[src/rtl/secure_buf_pkg.sv]
// ---------------------------------------------------------------------------
// secure_buf_pkg
// Shared types and constants for the secure buffer pipe.
//   mode_t    : buffer ordering (FIFO / LIFO)
//   state_t   : top-level control state (IDLE / RUN)
//   MASK_PAIR : two-bit tile replicated across the word to form the default
//               egress whitening mask (2'b10 -> 0xAAAA... for even widths)
// ---------------------------------------------------------------------------
package secure_buf_pkg;

   typedef enum logic {
      MODE_FIFO = 1'b0,
      MODE_LIFO = 1'b1
   } mode_t;

   typedef enum logic {
      ST_IDLE = 1'b0,
      ST_RUN  = 1'b1
   } state_t;

   localparam logic [1:0] MASK_PAIR = 2'b10;

endpackage

[src/rtl/secure_buf_mem.sv]
// ---------------------------------------------------------------------------
// secure_buf_mem
// DEPTH x WIDTH register file: synchronous write, combinational read.
// Storage is deliberately not reset; occupancy is tracked by the owner.
// Ports:
//   clk   in  clock
//   we    in  write enable
//   waddr in  write address
//   wdata in  write data
//   raddr in  read address
//   rdata out read data (combinational from raddr)
// ---------------------------------------------------------------------------
module secure_buf_mem #(
   parameter int WIDTH = 32,
   parameter int DEPTH = 16,
   localparam int AW   = $clog2(DEPTH)
) (
   input  logic             clk,
   input  logic             we,
   input  logic [AW-1:0]    waddr,
   input  logic [WIDTH-1:0] wdata,
   input  logic [AW-1:0]    raddr,
   output logic [WIDTH-1:0] rdata
);

   logic [WIDTH-1:0] mem_reg [DEPTH];

   always_ff @(posedge clk) begin
      if (we) begin
         mem_reg[waddr] <= wdata;
      end
   end

   assign rdata = mem_reg[raddr];

endmodule

[src/rtl/secure_buffer_pipe.sv]
// ---------------------------------------------------------------------------
// secure_buffer_pipe
// Run-time selectable FIFO/LIFO buffer with per-word key XOR plus a fixed
// whitening mask applied as a word moves into a registered valid/ready
// output stage. Sticky overflow and mode-change error flags.
// Ports:
//   clk, srst        clock, synchronous active-high reset
//   mode_i           0 = FIFO, 1 = LIFO (latched only while IDLE)
//   key_i            egress key, sampled when the output register loads
//   wr_en, wr_data   push strobe / data
//   out_valid/ready  output handshake, out_data = stored ^ key ^ MASK
//   count            buffer occupancy (output register not included)
//   empty, full      count == 0 / count == DEPTH
//   low_th, high_th  count <= LOW_TH / count >= HIGH_TH
//   ovf              sticky: push dropped while full
//   mode_err         sticky: mode_i changed while RUN
//   clr_err          clears ovf and mode_err (a same-cycle set wins)
// ---------------------------------------------------------------------------
module secure_buffer_pipe
   import secure_buf_pkg::*;
#(
   parameter int WIDTH   = 32,
   parameter int DEPTH   = 16,
   parameter int LOW_TH  = 2,
   parameter int HIGH_TH = 14,
   parameter logic [WIDTH-1:0] MASK = {(WIDTH/2){MASK_PAIR}}
) (
   input  logic                     clk,
   input  logic                     srst,
   input  logic                     mode_i,
   input  logic [WIDTH-1:0]         key_i,
   input  logic                     wr_en,
   input  logic [WIDTH-1:0]         wr_data,
   output logic                     out_valid,
   input  logic                     out_ready,
   output logic [WIDTH-1:0]         out_data,
   output logic [$clog2(DEPTH):0]   count,
   output logic                     empty,
   output logic                     full,
   output logic                     low_th,
   output logic                     high_th,
   output logic                     ovf,
   output logic                     mode_err,
   input  logic                     clr_err
);

   localparam int AW = $clog2(DEPTH);
   localparam int CW = AW + 1;

   state_t           state_reg, state_next;
   mode_t            mode_reg, mode_next;
   logic [AW-1:0]    wr_ptr_reg, wr_ptr_next;
   logic [AW-1:0]    rd_ptr_reg, rd_ptr_next;
   logic [CW-1:0]    count_reg, count_next;
   logic             out_valid_reg, out_valid_next;
   logic [WIDTH-1:0] out_data_reg, out_data_next;
   logic             ovf_reg, ovf_next;
   logic             mode_err_reg, mode_err_next;

   logic             pop;
   logic             push;
   logic             is_full;
   logic [AW-1:0]    top_ptr;
   logic [AW-1:0]    head_addr;
   logic             mem_we;
   logic [AW-1:0]    mem_waddr;
   logic [WIDTH-1:0] mem_rdata;

   secure_buf_mem #(
      .WIDTH (WIDTH),
      .DEPTH (DEPTH)
   ) u_mem (
      .clk   (clk),
      .we    (mem_we),
      .waddr (mem_waddr),
      .wdata (wr_data),
      .raddr (head_addr),
      .rdata (mem_rdata)
   );

   // State register
   always_ff @(posedge clk) begin
      if (srst) begin
         state_reg     <= ST_IDLE;
         mode_reg      <= MODE_FIFO;
         wr_ptr_reg    <= '0;
         rd_ptr_reg    <= '0;
         count_reg     <= '0;
         out_valid_reg <= 1'b0;
         out_data_reg  <= '0;
         ovf_reg       <= 1'b0;
         mode_err_reg  <= 1'b0;
      end else begin
         state_reg     <= state_next;
         mode_reg      <= mode_next;
         wr_ptr_reg    <= wr_ptr_next;
         rd_ptr_reg    <= rd_ptr_next;
         count_reg     <= count_next;
         out_valid_reg <= out_valid_next;
         out_data_reg  <= out_data_next;
         ovf_reg       <= ovf_next;
         mode_err_reg  <= mode_err_next;
      end
   end

   // Next-state and datapath control
   always_comb begin
      state_next     = state_reg;
      mode_next      = mode_reg;
      wr_ptr_next    = wr_ptr_reg;
      rd_ptr_next    = rd_ptr_reg;
      count_next     = count_reg;
      out_valid_next = out_valid_reg;
      out_data_next  = out_data_reg;
      ovf_next       = ovf_reg;
      mode_err_next  = mode_err_reg;

      is_full   = (count_reg == CW'(DEPTH));
      pop       = (count_reg != '0) && (!out_valid_reg || out_ready);
      push      = wr_en && (!is_full || pop);
      top_ptr   = wr_ptr_reg - AW'(1);
      head_addr = (mode_reg == MODE_LIFO) ? top_ptr : rd_ptr_reg;

      // LIFO push+pop reuses the slot just vacated by the popped top word.
      mem_we    = push;
      mem_waddr = ((mode_reg == MODE_LIFO) && pop) ? top_ptr : wr_ptr_reg;

      if (mode_reg == MODE_LIFO) begin
         if (push && !pop) begin
            wr_ptr_next = wr_ptr_reg + AW'(1);
         end else if (pop && !push) begin
            wr_ptr_next = wr_ptr_reg - AW'(1);
         end
      end else begin
         if (push) wr_ptr_next = wr_ptr_reg + AW'(1);
         if (pop)  rd_ptr_next = rd_ptr_reg + AW'(1);
      end

      if (push && !pop) begin
         count_next = count_reg + CW'(1);
      end else if (pop && !push) begin
         count_next = count_reg - CW'(1);
      end

      if (pop) begin
         out_valid_next = 1'b1;
         out_data_next  = mem_rdata ^ key_i ^ MASK;
      end else if (out_valid_reg && out_ready) begin
         out_valid_next = 1'b0;
      end

      if (wr_en && is_full && !pop) begin
         ovf_next = 1'b1;
      end else if (clr_err) begin
         ovf_next = 1'b0;
      end

      if ((state_reg == ST_RUN) && (mode_t'(mode_i) != mode_reg)) begin
         mode_err_next = 1'b1;
      end else if (clr_err) begin
         mode_err_next = 1'b0;
      end

      case (state_reg)
         ST_IDLE: begin
            mode_next = mode_t'(mode_i);
            // LIFO operation leaves rd_ptr stale; resynchronise while the
            // buffer is empty so either mode starts from a coherent state.
            rd_ptr_next = wr_ptr_reg;
            if (push) state_next = ST_RUN;
         end
         ST_RUN: begin
            if ((count_next == '0) && !out_valid_next) state_next = ST_IDLE;
         end
         default: state_next = ST_IDLE;
      endcase
   end

   assign out_valid = out_valid_reg;
   assign out_data  = out_data_reg;
   assign count     = count_reg;
   assign empty     = (count_reg == '0);
   assign full      = (count_reg == CW'(DEPTH));
   assign low_th    = (count_reg <= CW'(LOW_TH));
   assign high_th   = (count_reg >= CW'(HIGH_TH));
   assign ovf       = ovf_reg;
   assign mode_err  = mode_err_reg;

endmodule

[config.mk]
export PLATFORM = sky130hd
export DESIGN_NAME = secure_buffer_pipe
export DESIGN_NICKNAME = d
export VERILOG_FILES = /design/src/rtl/secure_buf_pkg.sv /design/src/rtl/secure_buf_mem.sv /design/src/rtl/secure_buffer_pipe.sv
export SDC_FILE = /design/constraint.sdc
export NUM_CORES = 1
export LEC_CHECK = 0
export ABC_AREA = 1
export ABC_CLOCK_PERIOD_IN_PS = 3900
export CORE_MARGIN = 2
export CORE_UTILIZATION = 30
export CTS_BUF_LIST = sky130_fd_sc_hd__clkbuf_8
export DETAILED_ROUTE_END_ITERATION = 7
export HOLD_SLACK_MARGIN = 0.15
export SETUP_SLACK_MARGIN = 0.4
export SLEW_MARGIN = 5
export SYNTH_ARGS = -nofsm -noshare
export SYNTH_HDL_FRONTEND = slang
export SYNTH_HIERARCHICAL = 1
export SYNTH_SLANG_ARGS = --single-unit
[constraint.sdc]
create_clock -name clk -period 3.9 [get_ports clk]
set_input_delay 0.39 -clock clk [delete_from_list [all_inputs] [get_ports clk]]
set_output_delay 0.39 -clock clk [all_outputs]
set_load 0.02 [all_outputs]
==> key figures <==
Status
  – Result of the run: finished clean

Worst setup path
  – Reg2Reg Capture Point: u_mem/mem_reg[8][19]$_DFFE_PP_
  – Master of the slowest instance on the critical path: sky130_fd_sc_hd__o21ai_0
  – Critical Path End Type: flop
  – FF-to-FF setup slack: 0.68 ns
  – Worst Reg2Reg Path Length in Cells: 10
  – Worst path arrival time: 3.56 ns
  – Worst-path fanout max: 23
  – Total buffers and inverters traversed by the critical path: 3
  – Max incr delay on CP: 0.46 ns
  – Chain of cells forming the critical path: inv_1 > ha_1 > nand3_4 > nand2_4 > nor2_4 > inv_1 > o21ai_0 > nand3b_1 > nor2_4 > buf_4
  – Critical path data required time: 4.24 ns
  – Type of origin of the critical path: flop
  – RR Startpoint: count[0]$_SDFF_PP0_
  – Largest delay contributor family on the critical path: simple AND/OR/NAND/NOR gates
  – Crit Path Category: reg2reg

Power
  – Total Power Consumption: 19.1 mW
  – Relative contribution of the clock network to total power: 27.3%
  – Switching power of the nets: 7.01 mW
  – Static leakage power: 12.0 nW
  – Power per cell area: 660 nW/µm²
  – Worst voltage drop across the vdd grid: 0.534 mV
  – Combinational share of power: 33.5%
  – Internal power summed over all cells: 12.1 mW
  – Switching power as a share of total power: 36.7%
  – Share of total power in sequential cells: 39.3%

Logic synthesis
  – Post-synthesis average cell area: 10.2 µm²
  – Cell count after synthesis: 2404
  – Cell accounting for the most synthesized area: sky130_fd_sc_hd__edfxtp_1
  – Post-Synthesis Net Count: 2481
  – Synthesized cell area: 24600 µm²
  – Share of the synthesized area in the top cell type: 62.4%
  – Number of different library cells in the post-synthesis netlist: 35
  – Leading cell types by total area after synthesis: sky130_fd_sc_hd__edfxtp_1 (62%), sky130_fd_sc_hd__nand2_1 (11%), sky130_fd_sc_hd__nand3_1 (8.2%)
  – Post-synthesis sequential area ratio: 66.5%
  – Count of synthesis-stage warnings from yosys: 6
  – Synthesized flop and latch total: 562

Timing
  – Post-route worst hold slack: 0.339 ns
  – Setup-failing EPs final: 0
  – Setup repair after global routing missed its margin: false
  – Minimum clock period after layout: 3.22 ns
  – Total negative setup slack: 0 ns
  – Final Hold Viols: 0
  – Count of pins over their slew limit: 0
  – Part of the cycle the worst path needs: 82.6%
  – Least-Margin Pin Slew: 1.08 ns
  – Final Worst Setup Slack: 0.681 ns
  – F_max: 0.311 GHz
  – Clock Skew: 0.0658 ns
  – Worst rel slew slack: 27.8%

Die
  – Floorplan die width: 291 µm
  – I/O pin count: 114
  – Die footprint: 84400 µm²
  – Placeable Area: 81700 µm²
  – Initial Utilization: 30.1%
  – Die outline height: 291 µm
  – Std cell rows: 105

Clock network
  – Largest buffer count on any clock path: 3
  – Source-to-sink clock delay at the later pin of the worst-skew pair: 0.71 ns
  – Root buf cell: sky130_fd_sc_hd__clkbuf_8
  – Post-CTS Setup Inserts: 0
  – Number of buffers added by the clock tree synthesis step: 98
  – Clock transition at path regs: 0.06 ns
  – Sinks on the clock net: 562
  – CTS tree: done
  – Number of hold buffers added after cts: 0
  – Number of resized instances in the post-cts repair step: 0
  – Count of H-tree levels built during CTS: 3

Routing
  – Via count: 16500
  – Post-DR vias/cell: 4.47
  – Violation count after the first detailed-routing iteration: 1076
  – Detailed-route wire length per cell: 16.4 µm
  – Drt pass-1 iters: 5
  – Routed wire length: 60400 µm
  – Post-route DRC: 0
  – Post-route ant nets: 0

Final layout
  – # fillers: 8099
  – Share of layout cells above drive strength 1: 7.82%
  – Syn-to-layout area delta: 17.4%
  – Area of all placed cells without fillers: 28900 µm²
  – Number of flip-flops under the largest register name: 512
  – Post-layout nets: 2625

Global routing
  – Largest net degree at the start of global routing: 172
  – Vias in the first global route: 16000
  – Initial antenna violation count: 0
  – First-pass GRT wire length: 93300 µm
  – Residual overflow from global routing: 0
  – Overall fraction of global-route tracks in use: 14.2%

Placed design
  – Post-place setup slack: 0.460 ns
  – Gpl congestion: 0.764
  – Number of I/O port buffers: 113
  – Placement-stage cell area: 27100 µm²
  – Detailed placement HPWL: 34500 µm

Min path
  – Min-Delay Endpoint: ovf$_SDFFE_PP0P_
  – Hold wc startpoint: clr_err
  – Worst min-delay path category: in2reg
  – Hold Path Stages: 4

Run
  – Max-Cap Viols: 0
-- metrics by stage --
step	util [%]	std cells
5_1_grt	35.4	3690
3_3_place_gp	33.1	3518
3_5_place_dp	33.1	3518
6_report	35.4	3692
2_1_floorplan	-	2404
4_1_cts	35.4	3690
-- metal layers --
layer,vias to the layer above,part of all wire [%],track usage [%]
li1,8117,-,-
met1,7893,45,18.8
met2,397,48,23.7
met3,81,5.8,2.71
met4,0,1.8,4.30
met5,-,0,0
-- power by group through the flow --
stage	logic (mW)	clock network, mW	registers, mW
3_3_place_gp	6.45	0	7.61
5_1_grt	7.10	5.65	7.56
2_1_floorplan	4.15	0	7.78
6_report	6.39	5.21	7.50
3_5_place_dp	6.49	0	7.62
4_1_cts	6.52	5.38	7.50
-- cells in the mapped netlist (all sizes together) --
cell type / number
a211oi: 1
a21oi: 45
a31oi: 4
buf: 95
clkbuf: 22
dfxtp: 50
edfxtp: 512
ha: 7
inv: 415
nand2: 716
nand3: 404
nand3b: 2
nand4: 3
nor2: 30
o211a: 1
o211ai: 1
o21ai: 51
o22ai: 1
o31ai: 1
xnor2: 17
xor2: 26
-- worst register-to-register path, cell delays in order (launching register included) --
cell                       delay [ns]
sky130_fd_sc_hd__dfxtp_1         0.40
sky130_fd_sc_hd__inv_1           0.14
sky130_fd_sc_hd__ha_1            0.26
sky130_fd_sc_hd__nand3_4         0.13
sky130_fd_sc_hd__nand2_4         0.11
sky130_fd_sc_hd__nor2_4          0.18
sky130_fd_sc_hd__inv_1           0.12
sky130_fd_sc_hd__o21ai_0         0.46
sky130_fd_sc_hd__nand3b_1        0.44
sky130_fd_sc_hd__nor2_4          0.21
sky130_fd_sc_hd__buf_4           0.38
-- worst max-delay path by stage --
stage	start	endpoint	slack, ns	cells after the start
floorplan	count[0]$_SDFF_PP0_	u_mem/mem_reg[12][0]$_DFFE_PP_	0.28	9
global placement	out_ready	u_mem/mem_reg[9][16]$_DFFE_PP_	0.51	10
detailed placement	out_ready	u_mem/mem_reg[8][14]$_DFFE_PP_	0.46	10
CTS	count[0]$_SDFF_PP0_	u_mem/mem_reg[8][19]$_DFFE_PP_	0.72	10
global route	count[0]$_SDFF_PP0_	u_mem/mem_reg[8][19]$_DFFE_PP_	0.47	10
finish	count[0]$_SDFF_PP0_	u_mem/mem_reg[8][19]$_DFFE_PP_	0.68	10
-- cell families (layout without fill, tap and decap cells) --
logic type / Yosys count / after routing / synth area share (%)
other cells: 0 / 2 / 0
compound gates: 105 / 105 / 2.30
flops: 562 / 562 / 66.5
buf+inv: 532 / 748 / 9.39
xor+xnor: 43 / 43 / 1.53
simple gates: 1155 / 1155 / 19.9
fa+ha+maj: 7 / 7 / 0.356
-- placed cells by master, fill, tap and decap left out, types with 12 or more instances in the layout --
cell type / count
sky130_fd_sc_hd__a21oi_1: 44
sky130_fd_sc_hd__buf_12: 14
sky130_fd_sc_hd__buf_4: 34
sky130_fd_sc_hd__clkbuf_8: 98
sky130_fd_sc_hd__clkdlybuf4s50_1: 113
sky130_fd_sc_hd__clkinv_1: 23
sky130_fd_sc_hd__dfxtp_1: 50
sky130_fd_sc_hd__edfxtp_1: 512
sky130_fd_sc_hd__inv_1: 437
sky130_fd_sc_hd__nand2_1: 714
sky130_fd_sc_hd__nand3_1: 402
sky130_fd_sc_hd__nor2_1: 12
sky130_fd_sc_hd__nor2_4: 18
sky130_fd_sc_hd__o21ai_0: 38
sky130_fd_sc_hd__xnor2_1: 17
sky130_fd_sc_hd__xor2_1: 26
-- area by class of cell --
class | count | area, µm² | share of cell area, %
sequential | 562 | 16400 | 56.6
multi-input combinational | 1310 | 6100 | 21.1
timing repair buffer | 161 | 1670 | 5.76
inverter | 415 | 1570 | 5.42
clock buffer | 98 | 1350 | 4.66
tap | 1070 | 1340 | 4.63
clock inverter | 74 | 513 | 1.77
antenna | 2 | 5.00 | 0.0173
Note: power is estimated with default switching activity, not from simulation.
